===== config.mk =====
export PLATFORM = sky130hd
export DESIGN_NAME = instr_fetch_unit
export DESIGN_NICKNAME = d
export VERILOG_FILES = /design/src/rtl/instr_fetch_unit.sv
export SDC_FILE = /design/constraint.sdc
export NUM_CORES = 1
export LEC_CHECK = 0
export ABC_AREA = 1
export CORE_MARGIN = 1
export CORE_UTILIZATION = 55
export DETAILED_ROUTE_END_ITERATION = 8
export DONT_BUFFER_PORTS = 1
export PLACE_DENSITY = 0.73
export SETUP_SLACK_MARGIN = 0.15
export SLEW_MARGIN = 10
export SYNTH_ARGS = -nofsm -noshare
export SYNTH_HDL_FRONTEND = slang
export SYNTH_SLANG_ARGS = --single-unit

===== constraint.sdc =====
create_clock -name clk -period 1.7 [get_ports clk]
set_input_delay 0.34 -clock clk [delete_from_list [all_inputs] [get_ports clk]]
set_output_delay 0.34 -clock clk [all_outputs]
set_load 0.02 [all_outputs]

===== src/rtl/instr_fetch_unit.sv =====
// Instruction fetch/issue stage: loadable program memory issued in order over valid/ready.
// Optional FETCH_LOOP_EN: the program repeats from address 0 until stop.
module instr_fetch_unit #(
    parameter int DEPTH   = 16,
    parameter int ADDR_W  = 4,
    parameter int INSTR_W = 8
) (
    input  logic               clk,
    input  logic               rst_n,
    input  logic               load_en,
    input  logic [ADDR_W-1:0]  load_addr,
    input  logic [INSTR_W-1:0] load_data,
    input  logic [ADDR_W:0]    prog_len,
    input  logic               start,
    input  logic               stop,
    output logic [INSTR_W-1:0] instr_out,
    output logic               instr_valid,
    input  logic               instr_ready,
    output logic [ADDR_W-1:0]  pc_out,
    output logic               busy,
    output logic               done
);

    typedef enum logic [1:0] {IDLE, RUN, DONE} state_t;

    localparam logic [ADDR_W:0] DEPTH_L = (ADDR_W+1)'(DEPTH);

    state_t             state_q;
    logic [ADDR_W:0]    len_q;
    logic [ADDR_W-1:0]  pc_q;
    logic [INSTR_W-1:0] instr_q;
    logic               valid_q;
    logic               busy_q;
    logic               done_q;

    logic [INSTR_W-1:0] mem [DEPTH];

    logic               can_load;
    logic [ADDR_W:0]    len_d;
    logic [ADDR_W-1:0]  pc_d;
    logic [INSTR_W-1:0] first_instr;
    logic               xfer;
    logic               last;

    assign can_load    = load_en && (state_q != RUN);
    assign len_d       = (prog_len > DEPTH_L) ? DEPTH_L : prog_len;
    assign pc_d        = pc_q + 1'b1;
    // A load to address 0 on the start cycle must be what gets issued first.
    assign first_instr = (load_en && load_addr == '0) ? load_data : mem[0];
    assign xfer        = valid_q && instr_ready;
    assign last        = ({1'b0, pc_q} == (len_q - 1'b1));

    // Program storage is deliberately left out of reset.
    always_ff @(posedge clk) begin
        if (can_load) mem[load_addr] <= load_data;
    end

    always_ff @(posedge clk or negedge rst_n) begin
        if (!rst_n) begin
            state_q <= IDLE;
            len_q   <= '0;
            pc_q    <= '0;
            instr_q <= '0;
            valid_q <= 1'b0;
            busy_q  <= 1'b0;
            done_q  <= 1'b0;
        end else begin
            case (state_q)
                IDLE, DONE: begin
                    if (start) begin
                        len_q <= len_d;
                        pc_q  <= '0;
                        if (len_d != '0) begin
                            state_q <= RUN;
                            instr_q <= first_instr;
                            valid_q <= 1'b1;
                            busy_q  <= 1'b1;
                            done_q  <= 1'b0;
                        end else begin
                            state_q <= DONE;
                            valid_q <= 1'b0;
                            busy_q  <= 1'b0;
                            done_q  <= 1'b1;
                        end
                    end
                end
                RUN: begin
                    // stop wins over a same-cycle transfer; pc_out keeps the consumed address.
                    if (stop) begin
                        state_q <= DONE;
                        valid_q <= 1'b0;
                        busy_q  <= 1'b0;
                        done_q  <= 1'b1;
                    end else if (xfer) begin
                        if (last) begin
`ifdef FETCH_LOOP_EN
                            pc_q    <= '0;
                            instr_q <= mem[0];
`else
                            state_q <= DONE;
                            valid_q <= 1'b0;
                            busy_q  <= 1'b0;
                            done_q  <= 1'b1;
`endif
                        end else begin
                            pc_q    <= pc_d;
                            instr_q <= mem[pc_d];
                        end
                    end
                end
                default: state_q <= IDLE;
            endcase
        end
    end

    assign instr_out   = instr_q;
    assign instr_valid = valid_q;
    assign pc_out      = pc_q;
    assign busy        = busy_q;
    assign done        = done_q;

endmodule


==> results of run 1 <==
power by group:
group          total, mW  internal (mW)  switching [mW]  leakage [nW]
Sequential          4.62           4.27           0.349          1.41
Clock               3.84           2.32            1.52         0.289
Combinational       6.05           2.34            3.71          1.83
Total               14.5           8.93            5.58          3.53
cells in the mapped netlist (all sizes together):
library cell | number | share of area
edfxtp | 128 | 0.56
nor3 | 1 | 0.00073
dfrtp | 21 | 0.077
clkbuf | 6 | 0.0033
nor2 | 96 | 0.060
ha | 2 | 0.0037
clkinv | 1 | 0.00055
a31oi | 2 | 0.0018
a21oi | 1 | 0.00073
nand3 | 79 | 0.060
nand4 | 3 | 0.0027
nand2 | 202 | 0.11
o21ai | 41 | 0.030
buf | 21 | 0.019
xor2 | 2 | 0.0047
inv | 93 | 0.051
o211ai | 8 | 0.0088
xnor2 | 1 | 0.0024
registers in the layout, summed over array words and instances, names as in the netlist:
register,flops
mem,128
done,1
instr_out,8
busy,1
state_q,2
len_q,5
pc_out,4
critical path, delay by kind of cell (launching register included):
kind | cells | cell delay (ns)
and+or+nand+nor | 6 | 0.54
adders and majority gates | 1 | 0.32
AOI/OAI and AO/OA | 1 | 0.09
DFF | 1 | 0.44
buffers and inverters | 2 | 0.31
kinds of logic (layout without fill, tap and decap cells):
group / Yosys count / after routing / synth area share
AOI/OAI and AO/OA: 52 / 52 / 0.04182
buffers and inverters: 121 / 191 / 0.07396
adders and majority gates: 2 / 2 / 0.003652
DFF: 149 / 149 / 0.6377
xor gates and xnor gates: 3 / 3 / 0.007122
and+or+nand+nor: 381 / 382 / 0.2358
layout by cell type, fill, tap and decap left out, types with 2 or more instances in the layout:
cell           instances
nand2_1              189
edfxtp_1             128
inv_1                 84
nand3_1               56
nor2_1                55
nor2_2                23
o21ai_1               23
buf_4                 23
nand3_2               20
clkbuf_16             20
dfrtp_1               19
buf_6                 17
nor2_4                16
o21ai_0               14
dlygate4sd3_1         12
nand2_2                8
o211ai_1               8
buf_12                 7
inv_2                  6
inv_6                  6
nand3_4                4
nand2_4                4
o21ai_2                4
nand4_1                3
bufinv_16              3
nor2_8                 2
inv_4                  2
a31oi_1                2
clkinv_1               2
ha_4                   2
clkinvlp_4             2
clkinv_2               2
clkinv_4               2
dfrtp_2                2
area by class of cell:
cell class,count,area [µm²],area share
repair buffers,63,714.4,0.08237
inverters,94,370.4,0.04270
well taps,168,210.2,0.02424
multi-input cells,439,2389,0.2754
flip-flops and latches,149,4372,0.5040
repair inverters,2,17.52,0.002020
clock inverters,14,171.4,0.01976
clock buffers,18,429.2,0.04948
routing by layer:
| metal | GRT usage | part of all wire | vias up |
|---|---|---|---|
| met1 | 0.3588 | 0.39 | 2479 |
| met2 | 0.4512 | 0.49 | 298 |
| li1 | - | - | 2436 |
| met3 | 0.08023 | 0.093 | 51 |
| met5 | 0 | 0 | - |
| met4 | 0.1228 | 0.031 | 0 |
worst max path at each step:
| stage | startpoint | to | slack (ns) | depth (start not counted) |
|---|---|---|---|---|
| 2_1_floorplan | state_q[0] | mem[10][0] | 0.04 | 5 |
| 3_3_place_gp | pc_out[0] | instr_out[7] | 0.06 | 8 |
| 3_5_place_dp | len_q[0] | done | 0.01 | 13 |
| 4_1_cts | pc_out[0] | instr_out[7] | 0.04 | 8 |
| 5_1_grt | pc_out[0] | instr_out[3] | -0.19 | 10 |
| 6_report | pc_out[0] | instr_out[7] | -0.13 | 10 |
repair_timing:
item,in CTS,in global routing
setup buffers,2,7
resized for setup,26,82
hold endpoints to repair,141,0
pin swaps,6,36
hold buffers,12,0
cloned,1,6
endpoints found under the setup margin,128,144
stage by stage:
stage,setup TNS (ns),utilization,hold WS (ns)
2_1_floorplan,0,-,0.04441
3_3_place_gp,0,0.6101,0.04482
3_5_place_dp,0,0.6101,0.04500
4_1_cts,0,0.6791,0.03632
5_1_grt,-1.237,0.7191,0.03820
6_report,-0.4447,0.7191,0.04725
==> results.toml, run 1 <==
[die]
start_util = 0.5680
die_area_um2 = 12910
die_h_um = 113.6
die_x_um = 113.6
floorplan.rows = 40
io-pin-count = 38
core-area_um2 = 12060

[placement]
port_buffers = 0
dpl_cell_area_um2 = 7358
dp_hpwl_um = 10220
gp_congestion = 0.8863
dp_cells = 887
pre_cts_slack_ns = 0.009575

[global_routing]
gr-usage-all-layers = 0.2813
grt_pass1_vias = 4933
antenna_found_initial = 0
grt_pass1_wl_um = 26070
grt_max_degree = 54
gr-total-overflow = 0

[min_path]
min_to = "len_q[2]"
hold_path_class = "input port to flip-flop"
min_from = "prog_len[2]"
min_path_cells = 2

[setup_path]
r2r-start = "pc_out[0]"
critical_path.cell_chain = "ha_4, buf_12, clkbuf_16, nor2_4, nand2_1, nand3_1, nand2_1, nor2_2, nor2_2, o21ai_1"
r2r_end = "instr_out[7]"
worst_r2r_path_depth = 10
rrSetupSlack_ns = -0.13
crit_path_start_kind = "flip-flop"
crit_fanout = 6
cp.required_ns = 2.01
crit_path_top_delay_cell = "dfrtp_2"
cpPeakStageDelay_ns = 0.44
worstPathArrival_ns = 2.13
cp-end-kind = "flip-flop"
critical_path_class = "flip-flop to flip-flop"

[sta]
final-max-slew-violation-count = 0
finalCritPeriodShare = 1.074
hold_viol_final = 0
finClkSkew_ns = 0.007340
rsz0062_at_grt = "yes"
worst_pin_slew_ns = 0.9269
max_freq_mhz = 547.7
min_period_ns = 1.826
setup_ws_ns = -0.1258
setup_viol = 8
slew_headroom = 0.3800

[finish]
nNetsFinal = 791
area_growth_pct = 26.59
drive_above_1_share = 0.2323
fin_cells = 947
insertedDiodeCount = 0
nFillCells = 796
final_area_um2 = 8673

[yosys]
synth_nets = 733
synth_warnings = 0
synth_seq_area_share = 0.6377
netlist_instances = 708
syn_area_um2 = 6852
ys_ff_latch = 149
avgSynthCellArea_um2 = 9.677
synth_cell_types = 31

[clocking]
worst_skew_pair.late_latency_ns = 0.43
cts-buffers-inserted = 17
cts_tree = "yes"
clock_path_buffers = 2
cts-root-buf = "clkbuf_16"
clock_sinks = 149
clk_pin_slew_ns = 0.06
h-tree-depth = 4

[drt]
firstDrtPassIters = 9
wl_um = 18450
drtIter0Drc = 678
ant_nets = 0
wl_per_cell_um = 19.48
vias_per_cell = 5.559
vias = 5264
drc = 0

[status]
status = "complete, but fails checks"
violations = "setup timing"

[power]
p_leak_nw = 3.530
total_power_mw = 14.51
power_density_nw_per_um2 = 1672
vdd_ir_drop_max_v = 0.001017

[run]
maxCapViolCount = 0
Power figures use the tool's default switching activity.
==> run 2: changes to the inputs <==
--- a/config.mk
+++ b/config.mk
@@ -11,6 +11,7 @@
 export DETAILED_ROUTE_END_ITERATION = 8
 export DONT_BUFFER_PORTS = 1
 export PLACE_DENSITY = 0.73
+export REMOVE_ABC_BUFFERS = 1
 export SETUP_SLACK_MARGIN = 0.15
 export SLEW_MARGIN = 10
 export SYNTH_ARGS = -nofsm -noshare
==> run 2 against run 1 <==
  * Non-clock buffer count down 2
  * Critical path depth up 2
  * Hold slack improved by 0.0021 ns
  * Sequential power about the same
  * Clock power decreased by 3%
  * Critical path type unchanged
  * Critical endpoint is now instr_out[5]
  * The flow now finishes without violations
  * Die area did not move
  * Sequential share of layout area rose by 0.49 points
  * Highest routed layer is now met5
  * Total power decreased by 5.1%
  * Largest cell class unchanged
  * Global-route usage up 1.5 points
==> results.toml, run 2 (synthesis gave the netlist of run 1 again) <==
[run]
maxCapViolCount = 0

[min_path]
min_path_cells = 2
hold_path_class = "input port to flip-flop"

[drt]
wl_um = 18620
wl_per_cell_um = 19.72
drtIter0Drc = 721
ant_nets = 0
vias_per_cell = 5.605
vias = 5291
firstDrtPassIters = 6
drc = 0

[die]
die_area_um2 = 12910
die_x_um = 113.6
start_util = 0.5680
core-area_um2 = 12060
floorplan.rows = 40
die_h_um = 113.6
io-pin-count = 38

[clocking]
clk_pin_slew_ns = 0.06
clock_sinks = 149
worst_skew_pair.late_latency_ns = 0.43
clock_path_buffers = 2
h-tree-depth = 4
cts-buffers-inserted = 17
cts-root-buf = "clkbuf_16"
cts_tree = "yes"

[sta]
finalCritPeriodShare = 0.9945
slew_headroom = 0.3328
final-max-slew-violation-count = 0
worst_pin_slew_ns = 0.9975
rsz0062_at_grt = "yes"
min_period_ns = 1.691
finClkSkew_ns = 0.007142
max_freq_mhz = 591.5
setup_viol = 0
hold_viol_final = 0

[finish]
final_cell_mix = "nand2_1 (187), edfxtp_1 (128), inv_1 (84)"
regMostFlops = "mem"
nNetsFinal = 787
nFillCells = 804
fin_cells = 944
area_growth_pct = 25.37
final_util = 0.7121
largest_reg_flops = 128
drive_above_1_share = 0.2013
final_common_cell = "nand2_1"

[power]
vdd_ir_drop_max_v = 0.0009468
p_int_mw = 8.580
total_power_mw = 13.76
combPwrFrac = 0.391
power_density_nw_per_um2 = 1602
switching_power_mw = 5.184
p_leak_nw = 3.487
swShare = 0.3767
clockPowerShare = 0.271
sequentialPowerShare = 0.338

[global_routing]
gr-usage-all-layers = 0.2960
antenna_found_initial = 1
grt_pass1_wl_um = 27470
gr-total-overflow = 0
grt_pass1_vias = 5151
grt_max_degree = 30

[setup_path]
crit_path_start_kind = "flip-flop"
worstPathArrival_ns = 2.04
cp-end-kind = "flip-flop"
critical_path_class = "flip-flop to flip-flop"
worst_r2r_path_depth = 12
crit_fanout = 8
cp.required_ns = 2.05

[placement]
port_buffers = 0
dp_cells = 888
dp_hpwl_um = 10290
gp_congestion = 0.8638

[status]
status = "finished, final reports clean"
## run 2: cell type report
class                           count  area (µm²)  share of cell area
Sequential cell                   149        4372              0.5090
Multi-Input combinational cell    439        2307              0.2686
Timing Repair Buffer               61       745.7             0.08682
Clock buffer                       19       432.9             0.05040
Inverter                           94       360.3             0.04195
Tap cell                          168       210.2             0.02447
Clock inverter                     13       158.9             0.01850
Antenna cell                        1       2.502           0.0002913
## run 2: metal layers
metal	share of wire	GRT usage	vias to the layer above
met2	0.49	0.4862	321
met1	0.37	0.3680	2476
li1	-	-	2435
met5	0.00070	0	-
met4	0.039	0.1412	2
met3	0.096	0.07598	57
## run 2: worst paths after layout
| kind | slack (ns) | start | end |
|---|---|---|---|
| max reg2reg | 0.009 | len_q[0] | instr_out[5] |
| min reg2reg | 0.54 | len_q[4] | len_q[4] |
| max | 0.009 | len_q[0] | instr_out[5] |
| max in group asynchronous | 0.50 | rst_n | pc_out[2] |
| min | 0.05 | prog_len[3] | len_q[3] |
| min in group asynchronous | 0.53 | rst_n | pc_out[1] |
## run 2: repair_timing
item / in CTS / in global routing
buffers inserted: 2 / 2
hold buffers: 14 / 0
hold endpoints to repair: 123 / 0
setup endpoints to repair: 146 / 137
pin swaps: 24 / 11
gates resized for setup: 58 / 60
cloned: 5 / 0
## run 2: worst max-delay path, cell delays in order, from the launching register on
cell and delay [ns]:
dfrtp_1 0.37, inv_2 0.07, ha_4 0.27, inv_2 0.03, nand2_1 0.05, nand2_1 0.05, nor2_1 0.08, nand2_1 0.10
nor2_4 0.17, nand3_4 0.14, nand2_4 0.15, nand2_1 0.06, o21ai_1 0.09
## run 2: through the flow
stage	hold slack, ns	setup TNS [ns]	setup WS [ns]	instance area (µm²)
2_1_floorplan	0.04441	-26.89	-1.816	6700
3_3_place_gp	0.04490	-0.3113	-0.04921	7254
3_5_place_dp	0.04495	-1.001	-0.1003	7254
4_1_cts	0.03944	0	0.03760	8338
5_1_grt	0.04906	-2.470	-0.1232	8589
6_report	0.04939	0	0.009417	8589
## run 2: power by group through the flow
stage | combinational [mW] | clock, mW | sequential, mW
after floorplan | 2.65 | 0 | 4.80
after global placement | 3.99 | 0 | 4.68
after detailed placement | 4.09 | 0 | 4.69
after CTS | 5.08 | 3.78 | 4.63
after global routing | 5.86 | 3.94 | 4.66
final | 5.39 | 3.73 | 4.65
